==> config.mk <==
export PLATFORM = sky130hd
export DESIGN_NAME = tri_fetcher
export DESIGN_NICKNAME = d
export VERILOG_FILES = /design/src/rtl/tri_fetcher.sv
export SDC_FILE = /design/constraint.sdc
export NUM_CORES = 1
export LEC_CHECK = 0
export BUFFER_PORTS_ARGS = -buffer_cell sky130_fd_sc_hd__buf_2
export CORE_MARGIN = 1
export CORE_UTILIZATION = 38
export CTS_CLUSTER_DIAMETER = 200
export DETAILED_ROUTE_END_ITERATION = 8
export SYNTH_ARGS = -nofsm -noshare
export SYNTH_HDL_FRONTEND = slang
export SYNTH_SLANG_ARGS = --single-unit
==> constraint.sdc <==
create_clock -name clk -period 13.6 [get_ports clk]
set_input_delay 2.72 -clock clk [delete_from_list [all_inputs] [get_ports clk]]
set_output_delay 2.72 -clock clk [all_outputs]
set_load 0.005 [all_outputs]
==> src/rtl/tri_fetcher.sv <==
// Walks a contiguous index range, keeps at most one element-reader request in
// flight, and buffers each returned element (tagged with index and last) in a FIFO.
module tri_fetcher #(
  parameter int NDWORDS    = 9,
  parameter int FIFO_DEPTH = 4
) (
  input  logic                    clk,
  input  logic                    reset,
  input  logic                    start,
  input  logic [31:0]             first_idx,
  input  logic [31:0]             ntris,
  input  logic                    abort,
  output logic                    busy,
  output logic                    done,
  output logic [31:0]             rd_index,
  output logic                    rd_read,
  input  logic                    rd_iready,
  input  logic [32*NDWORDS-1:0]   rd_data,
  input  logic                    rd_ovalid,
  output logic [32*NDWORDS-1:0]   tri_data,
  output logic [31:0]             tri_idx,
  output logic                    tri_last,
  output logic                    tri_valid,
  input  logic                    tri_ready
);
  localparam int ELEMSZ = 32 * NDWORDS;
  localparam int PW     = (FIFO_DEPTH > 1) ? $clog2(FIFO_DEPTH) : 1;
  localparam int CW     = PW + 1;
  localparam logic [CW-1:0] DEPTH_C = CW'(FIFO_DEPTH);

  typedef enum logic [1:0] {IDLE, ISSUE, WAIT, DRAIN} state_t;

  state_t            state_reg;
  logic [31:0]       cur_idx_reg;
  logic [31:0]       remaining_reg;
  logic              read_reg;
  logic              done_reg;
  logic              abort_pend_reg;

  logic [ELEMSZ-1:0]     data_mem [FIFO_DEPTH];
  logic [31:0]           idx_mem  [FIFO_DEPTH];
  logic [FIFO_DEPTH-1:0] last_mem;
  logic [PW-1:0]         wr_ptr_reg;
  logic [PW-1:0]         rd_ptr_reg;
  logic [CW-1:0]         count_reg;
  logic [CW-1:0]         count_next;

  logic cancel;
  logic push;
  logic pop;
  logic room_next;

  // An abort seen while a request is in flight is remembered until the reply lands.
  assign cancel = abort || abort_pend_reg;
  assign push   = (state_reg == WAIT) && rd_ovalid && !cancel;
  assign pop    = tri_valid && tri_ready;

  always_comb begin
    count_next = count_reg;
    if (abort)
      count_next = '0;
    else
      count_next = count_reg + CW'(push) - CW'(pop);
  end

  // The read strobe is only raised once a FIFO slot is guaranteed for its reply.
  assign room_next = (count_next < DEPTH_C);

  always_ff @(posedge clk) begin
    if (reset) begin
      wr_ptr_reg <= '0;
      rd_ptr_reg <= '0;
      count_reg  <= '0;
    end else if (abort) begin
      wr_ptr_reg <= '0;
      rd_ptr_reg <= '0;
      count_reg  <= '0;
    end else begin
      if (push)
        wr_ptr_reg <= wr_ptr_reg + PW'(1);
      if (pop)
        rd_ptr_reg <= rd_ptr_reg + PW'(1);
      count_reg <= count_next;
    end
  end

  always_ff @(posedge clk) begin
    if (push) begin
      data_mem[wr_ptr_reg] <= rd_data;
      idx_mem[wr_ptr_reg]  <= cur_idx_reg;
      last_mem[wr_ptr_reg] <= (remaining_reg == 32'd1);
    end
  end

  assign tri_valid = (count_reg != '0);
  assign tri_data  = tri_valid ? data_mem[rd_ptr_reg] : '0;
  assign tri_idx   = tri_valid ? idx_mem[rd_ptr_reg] : '0;
  assign tri_last  = tri_valid && last_mem[rd_ptr_reg];

  always_ff @(posedge clk) begin
    if (reset) begin
      state_reg      <= IDLE;
      cur_idx_reg    <= '0;
      remaining_reg  <= '0;
      read_reg       <= 1'b0;
      done_reg       <= 1'b0;
      abort_pend_reg <= 1'b0;
    end else begin
      done_reg <= 1'b0;
      unique case (state_reg)
        IDLE: begin
          abort_pend_reg <= 1'b0;
          if (start && !abort) begin
            if (ntris == 32'd0) begin
              done_reg <= 1'b1;
            end else begin
              cur_idx_reg   <= first_idx;
              remaining_reg <= ntris;
              read_reg      <= room_next;
              state_reg     <= ISSUE;
            end
          end
        end
        ISSUE: begin
          // An accepted request must complete even if abort arrives with it.
          if (read_reg && rd_iready) begin
            read_reg       <= 1'b0;
            abort_pend_reg <= abort;
            state_reg      <= WAIT;
          end else if (abort) begin
            read_reg  <= 1'b0;
            state_reg <= IDLE;
          end else begin
            read_reg <= room_next;
          end
        end
        WAIT: begin
          if (rd_ovalid) begin
            abort_pend_reg <= 1'b0;
            if (cancel) begin
              state_reg <= IDLE;
            end else if (remaining_reg == 32'd1) begin
              state_reg <= DRAIN;
            end else begin
              cur_idx_reg   <= cur_idx_reg + 32'd1;
              remaining_reg <= remaining_reg - 32'd1;
              read_reg      <= room_next;
              state_reg     <= ISSUE;
            end
          end else if (abort) begin
            abort_pend_reg <= 1'b1;
          end
        end
        DRAIN: begin
          if (abort) begin
            state_reg <= IDLE;
          end else if (count_reg == '0) begin
            done_reg  <= 1'b1;
            state_reg <= IDLE;
          end
        end
        default: state_reg <= IDLE;
      endcase
    end
  end

  assign busy     = (state_reg != IDLE);
  assign done     = done_reg;
  assign rd_read  = read_reg;
  assign rd_index = cur_idx_reg;

endmodule

==> Word-level counts from Yosys, hierarchy flattened <==
Memory sizes are Yosys's and may differ from the RTL's. A register that Yosys moved wholly into a read port is not among the register bits.
Index checks and enable logic that the tools add are counted.
{ "word_totals": {"input_bits": 359, "reg_bits": 80, "ram_bits": 1280, "memories": 2} }
{ "mem_list": {"columns": ["memory", "depth", "word_bits", "read_ports", "rd_clocked_by_memory_dff", "write_ports", "line_no", "rtl"], "rows": [
  ["data_mem", 4, 288, 1, 1, 1, "40", "logic [ELEMSZ-1:0] data_mem [FIFO_DEPTH];"],
  ["idx_mem", 4, 32, 1, 1, 1, "41", "logic [31:0] idx_mem [FIFO_DEPTH];"]
]} }
{ "op_classes": {"add_sub_neg": 6, "reduce_logical": 22, "eq_ne": 13, "n_lt_le_gt_ge": 4, "mux": 53} }
{ "op_table": {"columns": ["cell", "count"], "rows": [
  ["$mux 32", 11],
  ["$mux 288", 1],
  ["$pmux 32 s2", 2],
  ["$add 32x1->32 const B", 1],
  ["$eq 32x1->1 const B", 1],
  ["$logic_not 32->1", 1],
  ["$sub 32x1->32 const B", 1],
  ["$mux 2", 13],
  ["$mux 1", 18],
  ["$ne 2x2->1 const B", 6],
  ["$reduce_and 6->1", 2],
  ["$ne 3x3->1 const B", 3],
  ["$pmux 2 s4", 1],
  ["$logic_and 1x1->1", 7],
  ["$lt 2x3->1 const B", 2],
  ["$pmux 1 s3", 2],
  ["$reduce_bool 3->1", 2],
  ["$reduce_and 5->1", 1],
  ["$add 2x1->2 const B", 2],
  ["$bwmux 4", 1],
  ["$eq 2x2->1 const B", 2],
  ["$reduce_bool 2->1", 2],
  ["$add 3x1->3", 1],
  ["$logic_not 3->1", 1],
  ["other kinds (13)", 14]
]} }

==> Longest topological paths before layout <==
{ "logic_depth": {"depth_word": 11, "ltp_mapped": 13, "depth_no_buf": 13} }

==> Worst setup path before layout <==
OpenSTA, ideal clock, no wires.
{ "synth_timing": {"path_type": "input to register", "start": "in abort", "end": "mem data_mem[0][0] (netlist name) (enable)", "path_stages": 3, "setup_ps": 727, "required_time_ps": 12873, "path_slack_ps": 2189, "arrival_ps": 10683, "n_path_buf": 1, "path_cell_list": "clkbuf_1 -> nor3_1 -> and3_1"} }
{ "synth_via": {"elab_chain_cells": 5} }
{ "synth_rtl": {"columns": ["item", "line_no", "rtl"], "rows": [
  ["start, declared", "12", "input logic abort,"],
  ["$logic_or 1x1->1", "54", "assign cancel = abort || abort_pend_reg;"],
  ["$logic_not 1->1", "55", "assign push = (state_reg == WAIT) && rd_ovalid && !cancel;"],
  ["$logic_and 1x1->1", "55", null],
  ["$mux 1", "88", "if (push) begin"],
  ["$mux 1 (implied by the code)", "89", "data_mem[wr_ptr_reg] <= rd_data;"],
  ["end, declared", "40", null]
]} }
Every way passes these cells.

==> impl_metrics.json <==
{
  "cp_data_arrival_time_ps": 4140,
  "synth_top_area_cell": "edfxtp_1",
  "synth_area_mm2": 0.05343,
  "core_mm2": 0.1395,
  "cts_tree": "yes",
  "post_cts.repair.setup_buffers": 0,
  "dr.first_iter.drc_count": 1820,
  "synth_edf_count": 1284,
  "yosysWarningCount": 0,
  "grt_usage": 0.1755,
  "routabilityCongestion": 0.7980,
  "via_per_inst": 5.212,
  "slowest_delay_ps": 730,
  "grt_max_degree": 126,
  "yosysMostFrequentCell": "edfxtp_1",
  "top_regs": "data_mem x1152, idx_mem x128",
  "wire_per_inst_um": 23.37,
  "hp-class": "flop to flop",
  "fmax_ghz": 0.1458,
  "finalSetupTns_ps": 0,
  "crit_buf_inv": 3,
  "path_clk_slew_ps": 60,
  "worstSetupEndpointType": "primary output",
  "dp_hpwl_um": 77030,
  "status": "finished, final reports clean",
  "cts.path.max_buffers": 3,
  "synth-compound-area-share": 0.03241,
  "drive_gt1_frac": 0.3703,
  "yosys_most_used_dff": "edfxtp_1",
  "dpl.cell_count": 5152,
  "final_max_slew_viol_count": 0,
  "largest_reg_flops": 1152,
  "power_mw": 8.754,
  "synthTopCellsByCount": "edfxtp_1 (1284), and2_1 (325), mux4_2 (321)",
  "placed_area_mm2": 0.05912,
  "ir_worst_vdd_mv": 0.1066,
  "cts_made_buffers": 146,
  "cp_slowest_cell": "dfxtp_4",
  "synth_top_area_frac": 0.7217,
  "ctsHoldBuffers": 0,
  "path_max_fanout": 96,
  "synth_area_leaders": "edfxtp_1 (72%), mux4_2 (14%), and2_1 (3.8%), dfxtp_1 (2.9%), clkbuf_1 (0.73%)",
  "final-setup-viol-count": 0,
  "grt_antenna_before_repair": 50,
  "dieHeight_um": 377.0,
  "timing.slew.headroom": 0.2425,
  "ant_nets": 0,
  "synth_nets": 3066,
  "crit_family": "buffers and inverters",
  "synthXorXnorAreaFrac": 0.0008197,
  "crit_chain": "buf_4 > buf_12 > mux4_2 > and2_1 > buf_2",
  "synth_async_sr_flop_share": 0,
  "finalWirelength_um": 127000,
  "power_density_mw_per_mm2": 137.3,
  "critical_path_class": "flop to primary output",
  "die_area_mm2": 0.1421,
  "place_worst_setup_slack_ps": 7225,
  "final_cell_count_no_fill": 5433,
  "dr.pass1.iters": 6,
  "cp-start-kind": "flop",
  "cap_viol_max_count": 0,
  "worst_skew_pair.late_latency_ps": 770,
  "postCtsResizedCells": 0,
  "fin_nets": 3797,
  "synthAdderAreaFrac": 0.003419,
  "cp_data_required_time_ps": 10880,
  "muxShareOfSynthArea": 0.1377,
  "vias": 28320,
  "drc": 0,
  "synth_cells": 2693,
  "grt_first_pass_wirelength_um": 185800,
  "ys_seq_area_frac": 0.7509,
  "gr-total-overflow": 0,
  "fin_ws_ps": 6740,
  "whs_ps": 486.6,
  "grt_pass1_vias": 28460,
  "p_leak_nw": 21.45,
  "yosys.area_share.simple": 0.06087,
  "htreeDepth": 4,
  "fin_crit_sh": 0.5044,
  "fin_util": 0.4569,
  "syn2layout_area_growth_pct": 19.34,
  "port-buffer-count": 715,
  "rsz0062_at_grt": "no",
  "syn_avg_cell_area_um2": 19.84,
  "period_minus_slack_ps": 6860,
  "clock_skew_ps": 33.31,
  "root_buffer": "clkbuf_16",
  "fp-row-count": 137,
  "cts_sinks": 1362,
  "regMostFlops": "data_mem",
  "pin_count": 716,
  "yosysUniqueCellTypes": 70,
  "synth_top_family_by_area": "multiplexers",
  "hold_violations": 0,
  "synth-seq-cells": 1362,
  "worstMarginPinSlew_ps": 1134,
  "start_util": 0.3829,
  "die_x_um": 377.0,
  "final_area_mm2": 0.06376
}
layout make-up:
cell class	count	area, µm²
antenna	19	47.55
clock buffer	195	3930
clock inverter	67	656.9
fill	12120	75770
inverter	22	90.09
multi-input combinational	1145	12620
sequential	1362	40130
tap	1876	2347
timing repair buffer	747	3944
worst reg2reg max path: stages (launching register included):
cell and delay, ps:
dfxtp_1 330, inv_1 130, ha_4 540, inv_2 50, buf_4 380, nor3_1 690
and3_4 830, buf_12 640, buf_4 980
path summary, 6_finish.rpt:
check	slack (ps)	depth (start not counted)	from	endpoint
setup reg to reg	8610	8	state_reg[0]$_SDFFE_PP0P_	data_mem[2][244]$_DFFE_PP_
hold / removal	490	2	remaining_reg[14]$_SDFFE_PP0P_	remaining_reg[14]$_SDFFE_PP0P_
setup / recovery	6740	5	flop	tri_data[12]
hold reg to reg	490	2	remaining_reg[14]$_SDFFE_PP0P_	remaining_reg[14]$_SDFFE_PP0P_
cell families (layout without fill, tap and decap cells):
group / count (synthesis) / count (layout)
adder cells (fa/ha/maj): 14 / 14
multiplexers: 334 / 334
XOR/XNOR: 5 / 5
AO/OA/AOI/OAI: 228 / 228
AND/OR/NAND/NOR: 564 / 564
buffers and inverters: 186 / 1031
flip-flops: 1362 / 1362
other: 0 / 19
power by group:
part / total (mW) / internal [mW] / switching (mW) / leakage (nW)
clock: 3.80 / 2.18 / 1.62 / 2.23
combinational: 0.286 / 0.105 / 0.181 / 7.02
sequential: 4.67 / 4.62 / 0.0511 / 12.2
cell usage in the layout (no fill, tap or decap), types with 5 or more instances in the layout:
master and n:
edfxtp_1 1284, buf_2 715, and2_1 325, mux4_2 321, clkbuf_16 148, dfxtp_1 76, nand2_1 62, a21oi_1 44
clkbuf_1 42, nand3_1 37, nor3_1 34, nor2_1 34, clkinv_1 28, o21ai_0 22, buf_4 22, o31ai_1 21
o32ai_1 21, a31oi_1 21, inv_1 20, a211oi_1 20, a211oi_2 20, diode_2 19, clkinv_2 14, nand4_1 13
mux2i_1 13, nor4_1 12, ha_1 12, buf_12 10, or3_1 8, or2_2 8, o22ai_1 7, inv_6 7
bufinv_16 7, o311ai_0 6, a32o_1 5, clkbuf_8 5
layer usage:
metal	GRT usage	up-vias	share of wire
met4	0.06082	58	0.028
met5	0	-	0.0028
met3	0.05110	264	0.073
met2	0.2826	908	0.49
li1	-	12490	-
met1	0.2266	14600	0.40
(Power assumes the default switching activity.)
